[config.mk]
export PLATFORM = sky130hd
export DESIGN_NAME = rf_wb_queue_flat
export DESIGN_NICKNAME = d
export VERILOG_FILES = /design/src/rtl/rf_wb_queue_if.sv /design/src/rtl/rf_wb_queue.sv /design/src/flat_wrapper.sv
export SDC_FILE = /design/constraint.sdc
export NUM_CORES = 1
export LEC_CHECK = 0
export CORE_AREA = 4 4 231 177
export DETAILED_ROUTE_END_ITERATION = 10
export DIE_AREA = 0 0 235 181
export PLACE_DENSITY = 0.54
export SETUP_SLACK_MARGIN = 0.02
export SLEW_MARGIN = 20
export SYNTH_ARGS = -nofsm -noshare
export SYNTH_HDL_FRONTEND = slang
export SYNTH_SLANG_ARGS = --single-unit
[constraint.sdc]
create_clock -name clk -period 6.6 [get_ports clk]
set_input_delay 0.66 -clock clk [delete_from_list [all_inputs] [get_ports clk]]
set_output_delay 0.66 -clock clk [all_outputs]
set_load 0.05 [all_outputs]
[src/rtl/rf_wb_queue_if.sv]
`default_nettype none
// ============================================================================
// Module      : rf_wb_queue_if
// Description : Bundle of the write-back queue's handshake, RF write and
//               bypass lookup signals.
//               slave  : the queue side (accepts requests, drives the RF)
//               master : the pipeline/RF side
//   in_valid/in_ready/in_wa/in_wd      write-back request handshake
//   rf_we/rf_wa/rf_wd/rf_ready         RF write port with backpressure
//   ra1/byp1_hit/byp1_data             bypass lookup port 1 (rs)
//   ra2/byp2_hit/byp2_data             bypass lookup port 2 (rt)
//   count/empty/full                   occupancy status
// Revision    : 1.0 - initial release
// ============================================================================
interface rf_wb_queue_if #(
    parameter int AW = 5,
    parameter int DW = 32
);
    logic          in_valid;
    logic          in_ready;
    logic [AW-1:0] in_wa;
    logic [DW-1:0] in_wd;

    logic          rf_we;
    logic [AW-1:0] rf_wa;
    logic [DW-1:0] rf_wd;
    logic          rf_ready;

    logic [AW-1:0] ra1;
    logic          byp1_hit;
    logic [DW-1:0] byp1_data;
    logic [AW-1:0] ra2;
    logic          byp2_hit;
    logic [DW-1:0] byp2_data;

    logic [AW-1:0] count;
    logic          empty;
    logic          full;

    modport slave (
        input  in_valid, in_wa, in_wd, rf_ready, ra1, ra2,
        output in_ready, rf_we, rf_wa, rf_wd,
               byp1_hit, byp1_data, byp2_hit, byp2_data,
               count, empty, full
    );

    modport master (
        output in_valid, in_wa, in_wd, rf_ready, ra1, ra2,
        input  in_ready, rf_we, rf_wa, rf_wd,
               byp1_hit, byp1_data, byp2_hit, byp2_data,
               count, empty, full
    );
endinterface
`default_nettype wire

[src/rtl/rf_wb_queue.sv]
`default_nettype none
// ============================================================================
// Module      : rf_wb_queue
// Description : Write-back queue between MEM/WB and the register file write
//               port. Buffers up to DEPTH register writes, drains them in
//               push order one per cycle under RF backpressure, and offers two
//               combinational bypass lookups over the queued entries.
// Ports       : clk   - rising-edge clock
//               rstn  - synchronous active-low reset
//               bus   - rf_wb_queue_if.slave (request, RF port, bypass, status)
// Parameters  : DEPTH - entries (power of two, >= 2)
//               AW    - register address width (>= log2(DEPTH)+1)
//               DW    - register data width
// Revision    : 1.0 - initial release
// ============================================================================
module rf_wb_queue #(
    parameter int DEPTH = 4,
    parameter int AW    = 5,
    parameter int DW    = 32
) (
    input  wire logic       clk,
    input  wire logic       rstn,
    rf_wb_queue_if.slave    bus
);

    localparam int c_PW = $clog2(DEPTH);
    localparam int c_CW = c_PW + 1;

    // Entry storage. Data/address are not reset; the valid bits are what
    // define queue contents.
    logic [AW-1:0]    r_wa [DEPTH];
    logic [DW-1:0]    r_wd [DEPTH];
    logic [DEPTH-1:0] r_vld;

    logic [c_PW-1:0]  r_rd_ptr;
    logic [c_PW-1:0]  r_wr_ptr;
    logic [c_CW-1:0]  r_count;

    logic             w_full;
    logic             w_empty;
    logic             w_push;
    logic             w_enq;
    logic             w_pop;

    logic [c_PW-1:0]  w_idx;
    logic             w_hit1;
    logic [DW-1:0]    w_data1;
    logic             w_hit2;
    logic [DW-1:0]    w_data2;

    assign w_full  = (r_count == c_CW'(DEPTH));
    assign w_empty = (r_count == '0);

    // in_ready depends only on stored occupancy, so a full queue refuses a
    // push even in a cycle where the head is being retired.
    assign w_push  = bus.in_valid && !w_full;
    // r0 writes complete the handshake but never occupy an entry.
    assign w_enq   = w_push && (bus.in_wa != '0);
    assign w_pop   = !w_empty && bus.rf_ready;

    always_ff @(posedge clk) begin
        if (w_enq) begin
            r_wa[r_wr_ptr] <= bus.in_wa;
            r_wd[r_wr_ptr] <= bus.in_wd;
        end
    end

    always_ff @(posedge clk) begin
        if (!rstn) begin
            r_rd_ptr <= '0;
            r_wr_ptr <= '0;
            r_count  <= '0;
            r_vld    <= '0;
        end else begin
            if (w_pop) begin
                r_vld[r_rd_ptr] <= 1'b0;
                r_rd_ptr        <= r_rd_ptr + c_PW'(1);
            end
            // Enqueue only happens when not full, so the write slot is never
            // the head slot being retired in the same cycle.
            if (w_enq) begin
                r_vld[r_wr_ptr] <= 1'b1;
                r_wr_ptr        <= r_wr_ptr + c_PW'(1);
            end
            r_count <= r_count + c_CW'(w_enq) - c_CW'(w_pop);
        end
    end

    // Walk entries from oldest (rd_ptr) to youngest; a later match overrides
    // an earlier one, so the youngest matching entry wins.
    always_comb begin
        w_idx   = '0;
        w_hit1  = 1'b0;
        w_data1 = '0;
        w_hit2  = 1'b0;
        w_data2 = '0;
        for (int i = 0; i < DEPTH; i++) begin
            w_idx = r_rd_ptr + c_PW'(i);
            if (r_vld[w_idx] && (bus.ra1 != '0) && (r_wa[w_idx] == bus.ra1)) begin
                w_hit1  = 1'b1;
                w_data1 = r_wd[w_idx];
            end
            if (r_vld[w_idx] && (bus.ra2 != '0) && (r_wa[w_idx] == bus.ra2)) begin
                w_hit2  = 1'b1;
                w_data2 = r_wd[w_idx];
            end
        end
    end

    assign bus.in_ready  = !w_full;
    assign bus.rf_we     = !w_empty;
    assign bus.rf_wa     = r_wa[r_rd_ptr];
    assign bus.rf_wd     = r_wd[r_rd_ptr];
    assign bus.byp1_hit  = w_hit1;
    assign bus.byp1_data = w_data1;
    assign bus.byp2_hit  = w_hit2;
    assign bus.byp2_data = w_data2;
    assign bus.count     = AW'(r_count);
    assign bus.empty     = w_empty;
    assign bus.full      = w_full;

endmodule
`default_nettype wire

[src/flat_wrapper.sv]
// flat-port wrapper written by rule: the top's interface ports become plain ports
module rf_wb_queue_flat 
#(
    parameter int DEPTH = 4,
    parameter int AW    = 5,
    parameter int DW    = 32
)
  (clk, rstn, bus_in_valid, bus_in_wa, bus_in_wd, bus_rf_ready, bus_ra1, bus_ra2, bus_in_ready, bus_rf_we, bus_rf_wa, bus_rf_wd, bus_byp1_hit, bus_byp1_data, bus_byp2_hit, bus_byp2_data, bus_count, bus_empty, bus_full);
  rf_wb_queue_if #(.AW(AW), .DW(DW)) bus_i ();
  input  wire logic clk;
  input  wire logic rstn;
  input wire logic [$bits(bus_i.in_valid)-1:0] bus_in_valid;
  input wire logic [$bits(bus_i.in_wa)-1:0] bus_in_wa;
  input wire logic [$bits(bus_i.in_wd)-1:0] bus_in_wd;
  input wire logic [$bits(bus_i.rf_ready)-1:0] bus_rf_ready;
  input wire logic [$bits(bus_i.ra1)-1:0] bus_ra1;
  input wire logic [$bits(bus_i.ra2)-1:0] bus_ra2;
  output wire logic [$bits(bus_i.in_ready)-1:0] bus_in_ready;
  output wire logic [$bits(bus_i.rf_we)-1:0] bus_rf_we;
  output wire logic [$bits(bus_i.rf_wa)-1:0] bus_rf_wa;
  output wire logic [$bits(bus_i.rf_wd)-1:0] bus_rf_wd;
  output wire logic [$bits(bus_i.byp1_hit)-1:0] bus_byp1_hit;
  output wire logic [$bits(bus_i.byp1_data)-1:0] bus_byp1_data;
  output wire logic [$bits(bus_i.byp2_hit)-1:0] bus_byp2_hit;
  output wire logic [$bits(bus_i.byp2_data)-1:0] bus_byp2_data;
  output wire logic [$bits(bus_i.count)-1:0] bus_count;
  output wire logic [$bits(bus_i.empty)-1:0] bus_empty;
  output wire logic [$bits(bus_i.full)-1:0] bus_full;
  assign bus_i.in_valid = bus_in_valid;
  assign bus_i.in_wa = bus_in_wa;
  assign bus_i.in_wd = bus_in_wd;
  assign bus_i.rf_ready = bus_rf_ready;
  assign bus_i.ra1 = bus_ra1;
  assign bus_i.ra2 = bus_ra2;
  assign bus_in_ready = bus_i.in_ready;
  assign bus_rf_we = bus_i.rf_we;
  assign bus_rf_wa = bus_i.rf_wa;
  assign bus_rf_wd = bus_i.rf_wd;
  assign bus_byp1_hit = bus_i.byp1_hit;
  assign bus_byp1_data = bus_i.byp1_data;
  assign bus_byp2_hit = bus_i.byp2_hit;
  assign bus_byp2_data = bus_i.byp2_data;
  assign bus_count = bus_i.count;
  assign bus_empty = bus_i.empty;
  assign bus_full = bus_i.full;
  rf_wb_queue #(.DEPTH(DEPTH), .AW(AW), .DW(DW)) u_core (.clk(clk), .rstn(rstn), .bus(bus_i));
endmodule
==> impl_metrics.yaml <==
timing:
  slew_violations: 0
  setup_violations: 0
  fin_setup_tns_ps: 0
  fmax_mhz: 176
  relSlewSlack_pct: 39.2
  post-route-min-period_ps: 5680
  hold_violations: 0
  rsz0062_at_grt: "no"
  tightest_slew_ps: 909
  skew_ps: 4.93
  period_share_pct: 86.1
cts:
  cts_max_level: 4
  clkSinkCount: 161
  cts_root_buf: "clkbuf_16"
  cts_setup_buffers: 0
  cts_buffer_depth: 2
  path_clk_slew_ps: 60
  post_cts_resized: 0
  cts_tree: "built"
  clock_latency_ps: 420
  hold_buffers: 0
  cts_made_buffers: 17
synth:
  yosysWarnings: 0
  synth_cells: 918
  synthFlopType: "edfxtp_1"
  synth_edf_count: 148
  avgSynthCellArea_um2: 12.5
  syn_area_um2: 11400
  async_reset_ff_share_pct: 0
  synth_seq_area_share_pct: 41.1
  ys_types: 52
  ys_ff_latch: 161
floorplanning:
  core_area_um2: 38900
  die_w_um: 235
  std_cell_rows: 63
  io_pins: 163
  die_height_um: 181
  die-area_um2: 42500
  start_util_pct: 29.4
setup_path:
  start_kind: "register"
  critPathCaptureType: "primary output"
  worst_path_max_delay_cell: "or2_1"
  critPathBufInv: 4
  worstReg2RegStart: "u_core.r_count[1]"
  worstPathCellList: "inv_1, ha_4, mux2_2, xnor2_2, buf_4, or2_1, buf_4, or2_1, o221ai_1, o21ai_0, buf_12"
  cp.required_ps: 5940
  timing.critical_path.depth: 11
  r2r-end: "u_core.r_count[2]"
  cp.arrival_ps: 5020
  crit_fanout: 43
  r2r_cells: 8
  endpoint: "bus_byp2_data[6]"
  r2r_slack_ps: 4220
  crit_family: "buffers and inverters"
  cp_slowest_stage_delay_ps: 750
  crit_type: "reg -> out"
  setup.worst_path.start: "u_core.r_rd_ptr[0]"
hold_path:
  hold_class: "reg -> reg"
routing:
  wire_per_inst_um: 24.3
  dr.pass1.iters: 7
  vias: 9038
  route.detailed.drc: 0
  vias_per_cell: 5.79
  ant_nets: 0
  drt-total-wl_mm: 37.9
  drtIter0Drc: 969
global_routing:
  grt_pass1_vias: 9005
  grt_pass1_wl_mm: 57.3
  antenna_found_initial: 3
  gr-total-overflow: 0
  grt_usage_pct: 17.5
  grt_max_degree: 52
  grt_use_met1_pct: 24.9
  top_usage_layer: "met2"
  use_met3_pct: 4.29
  met2_usage_pct: 26.5
placed_design:
  dp_hpwl_mm: 25.3
  port-buffer-count: 160
  place_congestion: 0.853
finish:
  drive_gt1_share_pct: 25.0
  final_common_cell: "edfxtp_1"
  nets: 1089
  layout_common_cells: "148 x edfxtp_1, 104 x mux4_2, 103 x clkdlybuf4s50_1, 80 x nor2_1, 64 x a21oi_1"
  area_growth_pct: 27.2
power_and_ir_drop:
  power.total_uw: 5460
  peakVddDrop_mv: 0.251
  p_leak_uw: 0.00435
  power.density_nw_per_um2: 375
run:
  drv_cap: 0
status:
  status: "finished clean"
==> synth_stat cells (13+ instances only) <==
library cell	count	area (um^2)
clkbuf_1	40	150
o211ai_1	13	97.6
o221ai_1	16	140
edfxtp_1	148	4440
buf_2	34	170
xor2_1	16	140
mux4_2	104	2340
dfxtp_1	13	260
o22ai_1	34	213
mux2i_1	61	611
a31oi_1	13	81.3
nor2_1	82	308
o21ai_1	30	150
xnor2_1	30	263
a221oi_1	32	280
a21oi_1	64	320
or4_1	13	97.6
mux2_2	21	236
o311a_1	17	170
==> through the flow <==
| stage | util (%) | area [um^2] | setup slack, ps | hold slack (ps) | cells |
|---|---|---|---|---|---|
| after floorplan | - | 11400 | 1320 | 508 | 919 |
| after global placement | 36.0 | 14000 | 1490 | 539 | 1528 |
| after detailed placement | 36.0 | 14000 | 1420 | 543 | 1528 |
| after CTS | 37.4 | 14500 | 929 | 548 | 1559 |
| after global routing | 37.4 | 14600 | 705 | 572 | 1561 |
| final | 37.4 | 14600 | 919 | 550 | 1561 |
==> tightest hold or removal path: cells and delay by family (launching register included) <==
family	cells	cell delay, ps
compound gates	1	120
flops	1	330
simple gates	1	50
==> worst min path at each step <==
stage          cells after the start             from  slack, ps         endpoint
2_1_floorplan                      2  u_core.r_vld[2]        510  u_core.r_vld[2]
3_3_place_gp                       2  u_core.r_vld[1]        540  u_core.r_vld[1]
3_5_place_dp                       2  u_core.r_vld[1]        540  u_core.r_vld[1]
4_1_cts                            2  u_core.r_vld[1]        550  u_core.r_vld[1]
5_1_grt                            2  u_core.r_vld[1]        570  u_core.r_vld[1]
6_report                           2  u_core.r_vld[1]        550  u_core.r_vld[1]
==> cell families (layout without fill, tap and decap cells) <==
group,count (synthesis),after routing,synth area share (%)
AOI/OAI and AO/OA,236,236,13.8
xor gates and xnor gates,46,46,3.52
adders and majority gates,11,11,1.27
buffers and inverters,109,229,4.61
DFF,161,161,41.1
muxes,189,189,28.2
other,1,4,0.0328
and+or+nand+nor,165,165,7.41
==> power breakdown <==
part | switching, uW | internal (uW)
combinational | 1910 | 1240
clock | 388 | 551
sequential | 120 | 1250
total | 2420 | 3050
==> state kept, by name, indices dropped and copies added (netlist names), named ones only <==
register,flops
u_core.r_count,3
u_core.r_rd_ptr,2
u_core.r_vld,4
u_core.r_wa,20
u_core.r_wd,128
u_core.r_wr_ptr,2
==> area by class of cell <==
cell class / count / area [um^2]
diodes: 2 / 5.00
clock buffers: 20 / 437
clock inverters: 11 / 115
fillers: 3679 / 24300
inverters: 12 / 45.0
multi-input cells: 649 / 6290
flip-flops and latches: 161 / 4710
well taps: 520 / 651
repair buffers: 186 / 2290
==> per-layer routing <==
metal	wire length [um]	vias up
li1	-	3972
met1	16900	4580
met2	17000	442
met3	3140	42
met4	830	2
met5	13	-
No activity file was read; power rests on OpenSTA's default activity.
==> patch 1 (same flow settings) <==
`AW` is set to 5 in 3 places; all go to 7.
--- a/src/rtl/rf_wb_queue_if.sv
+++ b/src/rtl/rf_wb_queue_if.sv
@@ -13,7 +13,7 @@
 // Revision    : 1.0 - initial release
 // ============================================================================
 interface rf_wb_queue_if #(
-    parameter int AW = 5,
+    parameter int AW = 7,
     parameter int DW = 32
 );
     logic          in_valid;
--- a/src/rtl/rf_wb_queue.sv
+++ b/src/rtl/rf_wb_queue.sv
@@ -15,7 +15,7 @@
 // ============================================================================
 module rf_wb_queue #(
     parameter int DEPTH = 4,
-    parameter int AW    = 5,
+    parameter int AW    = 7,
     parameter int DW    = 32
 ) (
     input  wire logic       clk,
--- a/src/flat_wrapper.sv
+++ b/src/flat_wrapper.sv
@@ -2,7 +2,7 @@
 module rf_wb_queue_flat 
 #(
     parameter int DEPTH = 4,
-    parameter int AW    = 5,
+    parameter int AW    = 7,
     parameter int DW    = 32
 )
   (clk, rstn, bus_in_valid, bus_in_wa, bus_in_wd, bus_rf_ready, bus_ra1, bus_ra2, bus_in_ready, bus_rf_we, bus_rf_wa, bus_rf_wd, bus_byp1_hit, bus_byp1_data, bus_byp2_hit, bus_byp2_data, bus_count, bus_empty, bus_full);
Interface: changed (5 resized); port bits go from 163 to 173. The function was not compared with the original's and may differ.
==> patch 1 against the unedited design <==
Combinational power shrank 6%. Sequential cell count grew 8. Final area grew 0.64%. Power shrank 2.0%. First-iteration DRC count shrank 21%. Hold slack gained 0.015 ns. Synthesized area grew 5.6%. Worst setup slack lost 0.076 ns. Wire length grew 3.7%. Largest cell class unchanged. Highest routed layer is now met4.
==> patch 1: results (changes against the unedited design) <==
| Metric | Value |
|---|---|
| Outcome | `finished clean (unchanged)` |
| Wire length of the first global-routing pass | `59,500 um (was 57,300 um)` |
| GP Congestion | `0.873 (was 0.853)` |
| Multi-input logic area | `6640 um^2 (was 6290 um^2)` |
| DR pass1 iterations | `5 (was 7)` |
| Post-DP HPWL | `26,600 um (was 25,300 um)` |
| Global-route met1 utilization | `0.263 (was 0.249)` |
| Regs by FF count | `u_core.r_wd x128, u_core.r_wa x28, u_core.r_vld x4 (was u_core.r_wd x128, u_core.r_wa x20, u_core.r_vld x4)` |
| Netlist cell types | `60 (was 52)` |
| Largest net degree at the start of global routing | `127 (was 52)` |
| Average routed wire per standard cell | `23.2 um (was 24.3 um)` |
| Vias in the first global route | `9,345 (was 9,005)` |
| Synth Area in Compound Gates | `0.118 (was 0.138)` |
| Worst Tran Pin Value | `0.909 ns (about the same)` |
| N_diodes | `0 (was 2)` |
| Clock Skews | `0.00722 ns (was 0.00493 ns)` |
| Place WS | `1.28 ns (was 1.42 ns)` |
| DP Cell Count | `1,658 (was 1,528)` |
| I/O Buffers | `168 (was 160)` |
| Multiplexer share of the synthesized area | `0.262 (was 0.282)` |
| Max FO, Critical Path | `126 (was 43)` |
| Via density | `5.57 (was 5.79)` |
| Via count | `9,408 (was 9,038)` |
| Adder-cell share of the synthesized area | `0.0120 (was 0.0127)` |
| Register area share after synthesis | `0.409 (was 0.411)` |
| Layout cells sized above 1 | `0.208 (was 0.250)` |
| Maximum VDD drop | `319 uV (was 251 uV)` |
| Met3 Usage GRT | `0.0304 (was 0.0429)` |
| Post-Synth XOR/XNOR Area | `0.0477 (was 0.0352)` |
| Initial antenna violation count | `0 (was 3)` |
| Global Route met2 Usage | `0.282 (was 0.265)` |
[patch 1: path summary, 6_finish.rpt]
check                                  start                              end  slack (ns)  cells past startpoint
max          u_core.r_rd_ptr[0]$_SDFFE_PN0N_                bus_byp2_data[22]        0.84                      9
min          u_core.r_wr_ptr[1]$_SDFFE_PN0N_  u_core.r_wr_ptr[1]$_SDFFE_PN0N_        0.56                      2
max reg2reg     u_core.r_count[1]$_SDFF_PN0_      u_core.r_wd[1][1]$_DFFE_PP_        3.96                      6
min reg2reg  u_core.r_wr_ptr[1]$_SDFFE_PN0N_  u_core.r_wr_ptr[1]$_SDFFE_PN0N_        0.56                      2
[patch 1: cells by family after synthesis]
kind of cell               Yosys count
adders and majority gates           11
xor gates and xnor gates            65
buffers and inverters              110
DFF                                169
AOI/OAI and AO/OA                  210
other                                1
and+or+nand+nor                    274
muxes                              199
[patch 1: cell type report]
class | count | area share
flip-flops and latches | 169 | 0.338
clock inverters | 12 | 0.00803
clock buffers | 20 | 0.0305
well taps | 520 | 0.0444
inverters | 17 | 0.00436
repair buffers | 189 | 0.121
multi-input cells | 763 | 0.454
[patch 1: power by group through the flow]
stage / clock network (mW) / logic [mW] / registers (mW)
after floorplan: 0 / 2.20 / 1.41
final: 0.970 / 2.97 / 1.42
after global placement: 0 / 2.96 / 1.43
after global routing: 1.04 / 3.18 / 1.43
after detailed placement: 0 / 2.97 / 1.44
after CTS: 0.995 / 2.98 / 1.41
[patch 1: through the flow]
stage	hold slack (ns)	instance area [um^2]
floorplan	0.515	12100
global placement	0.537	14100
detailed placement	0.552	14100
CTS	0.559	14600
global route	0.581	14600
finish	0.564	14600
[patch 1: worst max-delay path, stage by stage, from the launching register on]
cell and delay, ns:
dfxtp_4 0.36, buf_12 0.59, mux4_1 0.74, xnor2_1 0.19, nand4_1 0.12, nor4_1 0.70, nand2b_2 0.58, o21ai_0 0.37
a31oi_1 0.11, clkdlybuf4s50_1 0.74
[patch 1: layer usage]
layer | wire (um) | part of all wire | vias up
li1 | - | - | 4244
met1 | 18200 | 0.46 | 4769
met2 | 17900 | 0.46 | 349
met3 | 2280 | 0.058 | 46
met4 | 903 | 0.023 | 0
met5 | 0 | 0 | -
==> patch 2 (config.mk and constraints unchanged) <==
Without the edit above. Register the output `bus.count`, without a reset; this adds one clock of latency there.
--- a/src/rtl/rf_wb_queue.sv
+++ b/src/rtl/rf_wb_queue.sv
@@ -115,7 +115,9 @@
     assign bus.byp1_data = w_data1;
     assign bus.byp2_hit  = w_hit2;
     assign bus.byp2_data = w_data2;
-    assign bus.count     = AW'(r_count);
+    always_ff @(posedge clk) begin
+        bus.count <= AW'(r_count);
+    end
     assign bus.empty     = w_empty;
     assign bus.full      = w_full;
 
Formal check against the unedited RTL: not equivalent (a bounded check fails within 4 cycles, from zero or initial values and one cycle with rstn low).
==> patch 2 against the unedited design <==
Worst setup slack lost 0.16 ns. Critical endpoint is now bus_byp1_data[22]. Wire length is 5.3% lower. Largest power group unchanged. Power fell by 1.5%. Synthesized area grew 1.9%. Combinational power fell by 7.0%. Largest cell class unchanged. First-iteration DRC count decreased by 28%. Sequential cell count is 3 higher. Final area grew 0.34%.
==> patch 2: results (changes against the unedited design) <==
| Metric | Value |
|---|---|
| Outcome | `finished clean (unchanged)` |
| Max FO, Critical Path | `45 (was 43)` |
| Met3 Usage GRT | `0.0351 (was 0.0429)` |
| Hold depth | `0 (was 2)` |
| Place WS | `1.20 ns (was 1.42 ns)` |
| Hold Path Sink | `u_core.bus.count[0]$_DFF_P_ (was u_core.r_vld[1]$_SDFF_PN0_)` |
| Placed inst area | `14,000 um^2 (about the same)` |
| Average routed wire per standard cell | `23.7 um (was 24.3 um)` |
| Metal2 WL | `16,700 um (was 17,000 um)` |
| Worst setup path endpoint | `bus_byp1_data[22] (was bus_byp2_data[6])` |
| Lkg Pwr | `4.65 nW (was 4.35 nW)` |
| GP Congestion | `0.819 (was 0.853)` |
| CTS sink count | `164 (was 161)` |
| Maximum VDD drop | `168 uV (was 251 uV)` |
| Flip-flop and latch area | `4770 um^2 (was 4710 um^2)` |
| CLK BUF | `21 (was 20)` |
| Clock Skews | `0.0100 ns (was 0.00493 ns)` |
| Via density | `5.55 (was 5.79)` |
| First DRT Iteration DRCs | `697 (was 969)` |
| Multi-input comb cells | `602 (was 649)` |
| Layout cells sized above 1 | `0.307 (was 0.250)` |
| GRT Overall Usage | `0.166 (was 0.175)` |
| Main area contributors after synthesis | `edfxtp_1, mux4_2, a21oi_1 (was edfxtp_1, mux4_2, mux2i_1)` |
| Nets | `1,044 (was 1,089)` |
| Wire length of the first global-routing pass | `54,400 um (was 57,300 um)` |
| Syn avg cell area | `13.5 um^2 (was 12.5 um^2)` |
| Fillers | `3,657 (was 3,679)` |
| Clock buf/inv share | `0.0430 (was 0.0379)` |
| Fraction of area in registers | `0.327 (was 0.324)` |
| Initial antenna violation count | `1 (was 3)` |
| Non-clk invs | `15 (was 12)` |
| R2R Setup Slk | `4.20 ns (was 4.22 ns)` |
| Metal3 WL | `2460 um (was 3140 um)` |
| Vias in the first global route | `8,266 (was 9,005)` |
| Crit path DAT | `5.18 ns (was 5.02 ns)` |
| Area Growth Syn to Fin | `25.2% (was 27.2%)` |
| Worst Tran Pin Value | `1.11 ns (was 0.909 ns)` |
| Hold_ws | `0.390 ns (was 0.550 ns)` |
| DR pass1 iterations | `5 (was 7)` |
-- patch 2: cell types whose count changed in the layout (fill, tap and decap cells not counted), sizes merged, moves of 25 or more --
cell    before  now
a22oi        0   46
mux2i       64   21
a221oi      32    0
mux2        21   52
o21ai       39    9
mux4       104  130
o22ai       34    9
-- patch 2: logic make-up after synthesis --
| family | Yosys count | share of synthesized area |
|---|---|---|
| XOR/XNOR | 44 | 0.0331 |
| AND/OR/NAND/NOR | 163 | 0.0677 |
| other | 1 | 0.000322 |
| multiplexers | 203 | 0.325 |
| adder cells (fa/ha/maj) | 11 | 0.0124 |
| buffers and inverters | 100 | 0.0432 |
| AO/OA/AOI/OAI | 179 | 0.109 |
| flip-flops | 164 | 0.409 |
-- patch 2: power by group --
part / switching, mW / internal, mW / total, mW
Sequential: 0.121 / 1.28 / 1.40
Clock: 0.432 / 0.615 / 1.05
Combinational: 1.65 / 1.28 / 2.93
Total: 2.21 / 3.17 / 5.38
